**config.mk**
```make
export PLATFORM = sky130hd
export DESIGN_NAME = id_stage
export DESIGN_NICKNAME = d
export VERILOG_FILES = /design/src/rtl/id_stage.sv
export SDC_FILE = /design/constraint.sdc
export NUM_CORES = 1
export LEC_CHECK = 0
export CORE_MARGIN = 2
export CORE_UTILIZATION = 40
export DETAILED_ROUTE_END_ITERATION = 6
export PLACE_DENSITY_LB_ADDON = 0.12
export REMOVE_ABC_BUFFERS = 1
export SETUP_SLACK_MARGIN = 0.02
export SYNTH_ARGS = -nofsm -noshare
export SYNTH_HDL_FRONTEND = slang
export SYNTH_SLANG_ARGS = --single-unit
```
**constraint.sdc**
```tcl
create_clock -name clk -period 3.9 [get_ports clk]
set_clock_uncertainty 0.2 [all_clocks]
set_input_delay 0.78 -clock clk [delete_from_list [all_inputs] [get_ports clk]]
set_output_delay 0.78 -clock clk [all_outputs]
set_load 0.01 [all_outputs]
```
**src/rtl/id_stage.sv**
```systemverilog
// Instruction-decode stage: IF/ID latch, 8x16 register file, BEQ/BNE resolution,
// fetch control and a registered ID/EX bundle with valid/ready flow control.
module id_stage (
    input  logic        clk,
    input  logic        rst,
    input  logic [7:0]  if_pc,
    input  logic [15:0] if_instr,
    input  logic        if_valid,
    output logic        instr_fetch_enable,
    output logic        branch_enable,
    output logic [5:0]  imm_branch_offset,
    input  logic        ex_ready,
    input  logic [7:0]  busy_mask,
    input  logic        wb_we,
    input  logic [2:0]  wb_addr,
    input  logic [15:0] wb_data,
    output logic        id_valid,
    output logic [7:0]  id_pc,
    output logic [3:0]  id_opcode,
    output logic [2:0]  id_funct,
    output logic [2:0]  id_rd,
    output logic [15:0] id_rs_data,
    output logic [15:0] id_rt_data,
    output logic [15:0] id_imm
);
    // state | meaning
    // RUN   | normal flow
    // STALL | hazard or backpressure seen; fetch off, IF/ID held
    // FLUSH | cycle after a taken branch; wrong-path IF/ID content dropped
    // HALT  | HALT issued; fetch off until reset
    typedef enum logic [1:0] {RUN, STALL, FLUSH, HALT} state_t;

    localparam logic [3:0] OP_R    = 4'h0;
    localparam logic [3:0] OP_ADDI = 4'h1;
    localparam logic [3:0] OP_LW   = 4'h2;
    localparam logic [3:0] OP_SW   = 4'h3;
    localparam logic [3:0] OP_BEQ  = 4'h4;
    localparam logic [3:0] OP_BNE  = 4'h5;
    localparam logic [3:0] OP_HALT = 4'hF;

    state_t      state_q, state_d;
    logic        ifid_valid_q, ifid_valid_d;
    logic [7:0]  ifid_pc_q, ifid_pc_d;
    logic [15:0] ifid_instr_q, ifid_instr_d;
    logic        idex_valid_q, idex_valid_d;
    logic [7:0]  idex_pc_q, idex_pc_d;
    logic [3:0]  idex_op_q, idex_op_d;
    logic [2:0]  idex_funct_q, idex_funct_d;
    logic [2:0]  idex_rd_q, idex_rd_d;
    logic [15:0] idex_rs_q, idex_rs_d;
    logic [15:0] idex_rt_q, idex_rt_d;
    logic [15:0] idex_imm_q, idex_imm_d;
    logic [15:0] rf_q [8];

    logic [3:0]  opcode;
    logic [2:0]  rs, rt, rd_dec;
    logic [15:0] rs_data, rt_data;
    logic        uses_rs, uses_rt, rs_busy, rt_busy;
    logic        dec_valid, hazard, backpressure, stall, is_branch, taken, issue;

    assign opcode  = ifid_instr_q[15:12];
    assign rs      = ifid_instr_q[11:9];
    assign rt      = ifid_instr_q[8:6];

    // Write-through so a same-cycle writeback is seen by decode.
    assign rs_data = (rs == 3'd0) ? 16'h0 : (wb_we && wb_addr == rs) ? wb_data : rf_q[rs];
    assign rt_data = (rt == 3'd0) ? 16'h0 : (wb_we && wb_addr == rt) ? wb_data : rf_q[rt];

    assign uses_rs = opcode inside {OP_R, OP_ADDI, OP_LW, OP_SW, OP_BEQ, OP_BNE};
    assign uses_rt = opcode inside {OP_R, OP_SW, OP_BEQ, OP_BNE};
    assign rs_busy = (rs != 3'd0) && (busy_mask[rs] || (idex_valid_q && idex_rd_q == rs));
    assign rt_busy = (rt != 3'd0) && (busy_mask[rt] || (idex_valid_q && idex_rd_q == rt));

    assign dec_valid    = ifid_valid_q && (state_q == RUN || state_q == STALL);
    assign hazard       = dec_valid && ((uses_rs && rs_busy) || (uses_rt && rt_busy));
    assign backpressure = idex_valid_q && !ex_ready;
    assign stall        = hazard || backpressure;
    assign is_branch    = (opcode == OP_BEQ) || (opcode == OP_BNE);
    assign taken        = dec_valid && !stall &&
                          (((opcode == OP_BEQ) && (rs_data == rt_data)) ||
                           ((opcode == OP_BNE) && (rs_data != rt_data)));
    assign issue        = dec_valid && !stall && !is_branch;

    always_comb begin
        case (opcode)
            OP_R:          rd_dec = ifid_instr_q[5:3];
            OP_ADDI, OP_LW: rd_dec = rt;
            default:       rd_dec = 3'd0;
        endcase
    end

    always_ff @(posedge clk) begin
        if (rst) state_q <= RUN;
        else     state_q <= state_d;
    end

    always_comb begin
        state_d = RUN;
        if (state_q == HALT)                      state_d = HALT;
        else if (issue && opcode == OP_HALT)      state_d = HALT;
        else if (taken)                           state_d = FLUSH;
        else if (state_q != FLUSH && stall)       state_d = STALL;
    end

    always_comb begin
        instr_fetch_enable = 1'b0;
        branch_enable      = 1'b0;
        imm_branch_offset  = 6'h0;
        if (taken) begin
            instr_fetch_enable = 1'b1;
            branch_enable      = 1'b1;
            imm_branch_offset  = ifid_instr_q[5:0];
        end else if (state_q == RUN && !stall) begin
            instr_fetch_enable = 1'b1;
        end
    end

    always_comb begin
        ifid_valid_d = 1'b0;
        ifid_pc_d    = ifid_pc_q;
        ifid_instr_d = ifid_instr_q;
        if (instr_fetch_enable) begin
            ifid_valid_d = if_valid;
            ifid_pc_d    = if_pc;
            ifid_instr_d = if_instr;
        end else if (dec_valid && stall) begin
            ifid_valid_d = 1'b1;
        end
    end

    always_comb begin
        idex_valid_d = 1'b0;
        idex_pc_d    = idex_pc_q;
        idex_op_d    = idex_op_q;
        idex_funct_d = idex_funct_q;
        idex_rd_d    = idex_rd_q;
        idex_rs_d    = idex_rs_q;
        idex_rt_d    = idex_rt_q;
        idex_imm_d   = idex_imm_q;
        if (backpressure) begin
            idex_valid_d = 1'b1;
        end else if (issue) begin
            idex_valid_d = 1'b1;
            idex_pc_d    = ifid_pc_q;
            idex_op_d    = opcode;
            idex_funct_d = ifid_instr_q[2:0];
            idex_rd_d    = rd_dec;
            idex_rs_d    = rs_data;
            idex_rt_d    = rt_data;
            idex_imm_d   = {{10{ifid_instr_q[5]}}, ifid_instr_q[5:0]};
        end
    end

    always_ff @(posedge clk) begin
        if (rst) begin
            ifid_valid_q <= 1'b0;
            ifid_pc_q    <= 8'h0;
            ifid_instr_q <= 16'h0;
            idex_valid_q <= 1'b0;
            idex_pc_q    <= 8'h0;
            idex_op_q    <= 4'h0;
            idex_funct_q <= 3'h0;
            idex_rd_q    <= 3'h0;
            idex_rs_q    <= 16'h0;
            idex_rt_q    <= 16'h0;
            idex_imm_q   <= 16'h0;
            for (int i = 0; i < 8; i++) rf_q[i] <= 16'h0;
        end else begin
            ifid_valid_q <= ifid_valid_d;
            ifid_pc_q    <= ifid_pc_d;
            ifid_instr_q <= ifid_instr_d;
            idex_valid_q <= idex_valid_d;
            idex_pc_q    <= idex_pc_d;
            idex_op_q    <= idex_op_d;
            idex_funct_q <= idex_funct_d;
            idex_rd_q    <= idex_rd_d;
            idex_rs_q    <= idex_rs_d;
            idex_rt_q    <= idex_rt_d;
            idex_imm_q   <= idex_imm_d;
            if (wb_we && wb_addr != 3'd0) rf_q[wb_addr] <= wb_data;
        end
    end

    assign id_valid   = idex_valid_q;
    assign id_pc      = idex_pc_q;
    assign id_opcode  = idex_op_q;
    assign id_funct   = idex_funct_q;
    assign id_rd      = idex_rd_q;
    assign id_rs_data = idex_rs_q;
    assign id_rt_data = idex_rt_q;
    assign id_imm     = idex_imm_q;
endmodule
```
==> impl_metrics.csv, run 1 <==
group,metric,value,unit
setup_path,crit_required,2.92,ns
clock_network,postCtsHoldBufs,0,
die,coreArea,27700,µm²
route,vias,8837,
global_routing,grt_max_degree,83,
route,ant_nets,0,
sta,fin_hold_ws,0.251,ns
route,wire_per_inst,20.2,µm
synth,synth_mux_area_frac,0.185,
route,via_per_inst,5.30,
sta,fmax,0.222,GHz
final_layout,drive_gt1_frac,0.299,
synth,yosysWarnings,0,
synth,syn-cell-area,11200,µm²
route,routed-wl-met2,16600,µm
place,numPlacedInstances,1580,
clock_network,insertion_delay,0.53,ns
die,initial_core_util,0.405,
synth,synth_seq_cells,215,
synth,yosys.area_share.simple,0.184,
final_layout,final_area,15300,µm²
setup_path,crit_path_end,"instr_fetch_enable",
power,sw_frac_of_total,0.284,
clock_network,clkSinkCount,215,
setup_path,crit_path_start,"wb_addr[0]",
global_routing,grt_pass1_wl,50500,µm
worst_hold_path,hold_path.class,"reg -> reg",
place,dpl_cell_area,13900,µm²
die,io_pins,131,
power,pwr-share-clk,0.324,
die,die_y,171,µm
setup_path,critical_path_class,"in -> out",
route,dr.max_layer_used,"met4",
sta,hold_viol,0,
power,seqPwrFrac,0.379,
global_routing,grt_pass1_vias,8824,
status,violations,"negative setup slack",
place,pre_cts_ws,-1.36,ns
setup_path,r2r_setup_slack,-0.55,ns
power,p_int,5070,µW
clock_network,cts_max_level,1,
synth,synthXorXnorAreaFrac,0.0109,
final_layout,syn2layout_area_growth,36.5,%
synth,synth_cell_type_count,52,
route,routed-wl-met3,1270,µm
route,wl_met1,15100,µm
sta,period_share,1.15,
clock_network,clkSlewWorstSetupHoldPaths,0.05,ns
setup_path,end_kind,"primary output",
sta,min_period,4.50,ns
route,dr.pass1.iters,5,
sta,tightest_slew,0.945,ns
clock_network,cts-buffers-inserted,25,
final_layout,final_util,0.553,
global_routing,antenna_found_initial,0,
sta,setup_slack,-0.603,ns
route,drc,0,
setup_path,r2r_cells,29,
global_routing,track_usage,0.227,
sta,grt_setup_unrepaired,"yes",
power,power_switching,2010,µW
die,row_count,61,
synth,synthAdderAreaFrac,0,
setup_path,reg2reg_to,"id_rs_data[9]",
route,drtIter0Drc,619,
setup_path,start_kind,"input pin",
job,max_cap_viol_count,0,
sta,slew_viol_final,0,
setup_path,arrival,3.52,ns
place,place.gp.congestion,0.832,
setup_path,worstPathMaxFanout,5,
sta,slew_headroom,0.370,
final_layout,nets,1325,
clock_network,cts_tree,"built",
synth,synth_compound_area_frac,0.0719,
final_layout,antenna_cells,0,
clock_network,cts-root-buf,"clkbuf_16",
die,die_w,171,µm
place,dp_hpwl,22800,µm
die,die_area,29400,µm²
clock_network,clk_path_buf_depth,3,
synth,synth_top_family_by_area,"multiplexers",
route,wirelength,33600,µm
status,status,"complete, but fails checks",
global_routing,gr-total-overflow,0,
power,ir_worst_vdd,0.258,mV
power,leakage,0.00553,µW
synth,syn_avg_cell_area,11.2,µm²
synth,netlist_instances,998,
sta,finalSetupViolCount,11,
final_layout,fin_cells,1666,
synth,ys_seq_area_frac,0.498,
power,comb_power_share,0.296,
place,port_buffers,130,
power,power_density,462,nW/µm²
-- layout make-up --
| cell class | instances | area, µm² |
|---|---|---|
| timing repair buffer | 327 | 3060 |
| sequential | 215 | 5600 |
| clock inverter | 8 | 66.3 |
| tap | 378 | 473 |
| multi-input combinational | 683 | 5320 |
| clock buffer | 38 | 738 |
| fill | 2395 | 12400 |
| inverter | 17 | 66.3 |
-- worst min-delay path by stage --
stage | start | endpoint | slack [ns] | depth (start not counted)
after global routing | id_opcode[0] | id_opcode[0] | 0.26 | 2
after CTS | id_rs_data[5] | id_rs_data[5] | 0.25 | 2
after detailed placement | id_rs_data[5] | id_rs_data[5] | 0.25 | 2
after global placement | ifid_pc_q[7] | id_pc[7] | 0.24 | 2
final | id_rs_data[10] | id_rs_data[10] | 0.25 | 2
after floorplan | ifid_pc_q[0] | id_pc[0] | 0.23 | 2
-- routing by layer --
| metal | GRT usage | up-vias |
|---|---|---|
| met1 | 0.307 | 4360 |
| met5 | 0 | - |
| met2 | 0.386 | 199 |
| li1 | - | 4230 |
| met4 | 0.0619 | 0 |
| met3 | 0.0272 | 48 |
-- worst max-delay path, cell delays in order --
cell             delay (ns)
clkdlybuf4s15_2        0.28
xnor2_2                0.19
nand4_1                0.18
buf_12                 0.19
buf_4                  0.13
and4_1                 0.20
o211ai_1               0.23
nand4b_1               0.15
nor4_2                 0.33
buf_4                  0.20
a31oi_4                0.11
buf_6                  0.14
nor3_4                 0.21
inv_2                  0.07
buf_6                  0.13
-- power by group through the flow --
| stage | registers [µW] | logic [µW] | clock network (µW) |
|---|---|---|---|
| after CTS | 2690 | 2070 | 2350 |
| after floorplan | 2800 | 870 | 0 |
| after detailed placement | 2730 | 1880 | 0 |
| after global routing | 2710 | 2240 | 2420 |
| final | 2690 | 2100 | 2300 |
| after global placement | 2720 | 1870 | 0 |
-- registers in the layout, summed over array words and instances (netlist names), named ones only --
signal        count
ifid_pc_q         8
id_valid          1
id_rd             3
id_pc             8
id_imm            4
id_rt_data       16
id_opcode         4
rf_q            128
ifid_valid_q      1
state_q           2
id_rs_data       16
id_funct          2
ifid_instr_q     16
-- cell usage in the layout, fill, tap and decap left out, drive strengths merged, types with 8 or more instances in the layout --
cell / Yosys / final
dfxtp: 87 / 87
nor3: 94 / 94
clkbuf: 47 / 38
mux2: 37 / 37
mux4: 52 / 52
nand3: 24 / 24
buf: 51 / 207
nand2b: 57 / 57
o211ai: 14 / 14
nor2: 33 / 33
nor4: 17 / 17
inv: 17 / 19
nand2: 79 / 79
or2: 8 / 8
clkdlybuf4s50: 0 / 117
a22oi: 10 / 10
a21oi: 66 / 66
edfxtp: 128 / 128
conb: 1 / 16
xnor2: 11 / 11
o21ai: 11 / 11
and2: 34 / 34
mux2i: 49 / 49
nor2b: 8 / 8
-- cell usage after synthesis (all sizes together) --
| master | instances | area share |
|---|---|---|
| a2111oi | 2 | 0.0038 |
| a211o | 7 | 0.0055 |
| a211oi | 7 | 0.0047 |
| a21o | 1 | 0.00067 |
| a21oi | 66 | 0.029 |
| a22oi | 10 | 0.0067 |
| a31oi | 4 | 0.0022 |
| a32o | 1 | 0.00089 |
| a41oi | 4 | 0.0031 |
| and2 | 34 | 0.019 |
| and3 | 3 | 0.0017 |
| and4 | 7 | 0.0055 |
| buf | 51 | 0.028 |
| clkbuf | 47 | 0.016 |
| conb | 1 | 0.00033 |
| dfxtp | 87 | 0.16 |
| edfxtp | 128 | 0.34 |
| inv | 17 | 0.0057 |
| mux2 | 37 | 0.037 |
| mux2i | 49 | 0.044 |
| mux4 | 52 | 0.10 |
| nand2 | 79 | 0.026 |
| nand2b | 57 | 0.032 |
| nand3 | 24 | 0.011 |
| nand3b | 1 | 0.00067 |
| nand4 | 6 | 0.0039 |
| nand4b | 7 | 0.0055 |
| nor2 | 33 | 0.011 |
| nor2b | 8 | 0.0045 |
| nor3 | 94 | 0.043 |
| nor3b | 2 | 0.0013 |
| nor4 | 17 | 0.011 |
| nor4b | 1 | 0.00078 |
| o211ai | 14 | 0.0094 |
| o21ai | 11 | 0.0049 |
| o31ai | 1 | 0.00067 |
| or2 | 8 | 0.0045 |
| or3 | 5 | 0.0028 |
| or3b | 1 | 0.00078 |
| xnor2 | 11 | 0.0086 |
| xor2 | 3 | 0.0023 |
-- per-stage QoR --
stage / setup TNS (ns) / power [µW]
6_report: -4.92 / 7080
5_1_grt: -7.10 / 7370
3_3_place_gp: -32.17 / 4590
2_1_floorplan: -24.74 / 3670
3_5_place_dp: -34.40 / 4600
4_1_cts: -4.59 / 7100
-- kinds of logic (layout without fill, tap and decap cells) --
logic type | count (synthesis) | after routing
flops | 215 | 215
other cells | 1 | 16
compound gates | 128 | 128
mux | 138 | 138
buf+inv | 115 | 390
xor+xnor | 14 | 14
simple gates | 387 | 387
-- timing repair --
action | CTS | global route
setup buffers | 31 | 8
gates cloned | 1 | 0
setup endpoints to repair | 38 | 39
pin swaps | 16 | 6
gates resized for setup | 90 | 17
No activity file was read; power rests on OpenSTA's default activity.
==> inputs of run 2 (changes only) <==
- HOLD_SLACK_MARGIN: unset -> 0.12
- PLACE_DENSITY_LB_ADDON: 0.12 -> 0.05
==> impl_metrics.csv, run 2 (synthesis gave the netlist of run 1 again) <==
group,metric,value,unit
status,status,"complete, but fails checks",
status,violations,"negative setup slack",
setup_path,slowest_delay,0.38,ns
global_routing,use_met2,0.390,
power,sw_frac_of_total,0.287,
final_layout,final_common_cell,"buf_4",
global_routing,grt_pass1_wl,51700,µm
clock_network,cts-root-buf,"clkbuf_16",
route,wirelength,34400,µm
setup_path,r2r_cells,16,
final_layout,final_util,0.560,
final_layout,largest_reg_flops,128,
route,ant_nets,0,
final_layout,nets,1322,
setup_path,arrival,3.55,ns
final_layout,final_area,15500,µm²
sta,min_period,4.53,ns
sta,grt_setup_unrepaired,"yes",
place,dp_hpwl,23300,µm
die,die_y,171,µm
worst_hold_path,hp-start,"id_rt_data[12]",
route,wire_per_inst,20.7,µm
place,numPlacedInstances,1592,
power,pwr-share-clk,0.321,
setup_path,path_cells,"clkdlybuf4s15_2 -> xnor2_2 -> and4_2 -> buf_4 -> a21oi_1 -> a211o_1 -> nand4b_1 -> nor4_4 -> buf_4 -> a31oi_4 -> buf_6 -> nor3_4 -> inv_2 -> buf_2",
die,coreArea,27700,µm²
setup_path,crit_required,2.92,ns
final_layout,drive_gt1_frac,0.307,
die,die_w,171,µm
clock_network,clkSinkCount,215,
power,leakage,0.00556,µW
power,power_density,460,nW/µm²
final_layout,fin_cells,1663,
die,io_pins,131,
global_routing,use_met3,0.0272,
setup_path,path_delay_family,"simple AND/OR/NAND/NOR gates",
setup_path,critical_path_class,"in -> out",
power,ir_worst_vdd,0.330,mV
place,place.gp.congestion,0.840,
global_routing,gr-total-overflow,0,
die,die_area,29400,µm²
global_routing,track_usage,0.233,
clock_network,clkSlewWorstSetupHoldPaths,0.06,ns
power,seqPwrFrac,0.377,
die,initial_core_util,0.405,
sta,hold_viol,0,
sta,setup_slack,-0.630,ns
worst_hold_path,hold_end,"id_rt_data[12]",
worst_hold_path,hold_path.class,"reg -> reg",
setup_path,worstPathMaxFanout,5,
setup_path,crit_cells,14,
setup_path,end_kind,"primary output",
global_routing,grt_max_degree,50,
die,row_count,61,
power,p_int,5090,µW
setup_path,slowest_stage,"nor4_4",
job,max_cap_viol_count,0,
sta,period_share,1.16,
route,via_per_inst,5.32,
route,drtIter0Drc,493,
final_layout,regMostFlops,"rf_q",
sta,fin_hold_ws,0.252,ns
clock_network,cts-buffers-inserted,25,
place,port_buffers,130,
sta,slew_headroom,0.538,
setup_path,path_buf_inv,6,
clock_network,clk_path_buf_depth,3,
clock_network,cts_max_level,1,
final_layout,syn2layout_area_growth,38.2,%
worst_hold_path,holdPathStages,2,
clock_network,cts_tree,"built",
final_layout,antenna_cells,0,
setup_path,start_kind,"input pin",
setup_path,r2r_setup_slack,0.09,ns
place,dpl_cell_area,14000,µm²
sta,finalSetupViolCount,8,
sta,tightest_slew,0.688,ns
global_routing,grt_pass1_vias,8963,
final_layout,final_cell_mix,"162 x buf_4, 128 x edfxtp_1, 117 x clkdlybuf4s50_1",
global_routing,grt_use_met1,0.316,
route,vias,8848,
power,power_switching,2050,µW
power,comb_power_share,0.302,
sta,slew_viol_final,0,
global_routing,antenna_found_initial,0,
clock_network,insertion_delay,0.54,ns
route,drc,0,
sta,fmax,0.221,GHz
setup_path,cp_common_cell,"buf_4",
route,dr.pass1.iters,5,
global_routing,busiest_layer,"met2",
clock_network,postCtsHoldBufs,0,
==> run 2: changes by cell type in the layout (fill, tap and decap cells not counted), moves of 2 or more <==
cell	previous run	this run
buf_4	171	162
mux2i_4	0	7
mux2i_1	44	39
clkinv_2	2	5
a211oi_1	7	5
a211oi_2	0	2
and4_1	5	3
and4_4	1	3
dfxtp_4	2	4
inv_4	2	0
mux2i_2	5	3
==> run 2: per-layer routing <==
| layer | wire (µm) | share of wire |
|---|---|---|
| met4 | 981 | 0.028 |
| met3 | 1640 | 0.048 |
| met5 | 0 | 0 |
| met1 | 15300 | 0.45 |
| met2 | 16500 | 0.48 |
==> run 2: worst max path at each step <==
stage | startpoint | to | slack (ns)
6_report | wb_addr[0] | instr_fetch_enable | -0.63
5_1_grt | flop | instr_fetch_enable | -0.77
4_1_cts | flop | instr_fetch_enable | -0.66
3_5_place_dp | wb_addr[1] | imm_branch_offset[0] | -1.56
3_3_place_gp | wb_addr[0] | imm_branch_offset[5] | -1.51
2_1_floorplan | flop | instr_fetch_enable | -1.19
==> run 2: worst reg2reg max path, stage by stage (launching register included) <==
cell	delay [ns]
dfxtp_4	0.39
buf_12	0.18
mux2_2	0.35
a22oi_1	0.23
and3_4	0.23
buf_4	0.11
a211oi_1	0.04
nand4b_1	0.27
nor4_4	0.33
buf_4	0.19
a31oi_4	0.10
buf_6	0.14
nor3_4	0.29
buf_4	0.18
buf_8	0.12
buf_12	0.15
mux2i_4	0.25
==> run 2: area by class of cell <==
| cell class | instances | area [µm²] |
|---|---|---|
| fill | 2411 | 12200 |
| sequential | 215 | 5600 |
| multi-input combinational | 683 | 5450 |
| timing repair buffer | 324 | 3120 |
| clock buffer | 35 | 693 |
| tap | 378 | 473 |
| clock inverter | 11 | 105 |
| inverter | 17 | 68.8 |
==> run 2: per-stage QoR <==
step	setup TNS (ns)	setup WS, ns	total power [µW]
final	-4.36	-0.630	7140
after global routing	-6.00	-0.774	7450
after CTS	-4.99	-0.663	7070
after detailed placement	-42.96	-1.56	4610
after global placement	-41.15	-1.51	4590
after floorplan	-24.74	-1.19	3670
==> run 2: timing repair <==
| action | CTS | global route |
|---|---|---|
| buffers inserted | 17 | 4 |
| resized for setup | 99 | 51 |
| cloned | 2 | 3 |
| endpoints found under the setup margin | 38 | 38 |
| pin swaps | 27 | 12 |
==> run 2: power groups by stage <==
stage / Combinational, µW / Sequential [µW] / Clock (µW)
finish: 2150 / 2690 / 2290
CTS: 2030 / 2690 / 2350
floorplan: 870 / 2800 / 0
detailed placement: 1880 / 2730 / 0
global route: 2300 / 2710 / 2430
global placement: 1870 / 2720 / 0
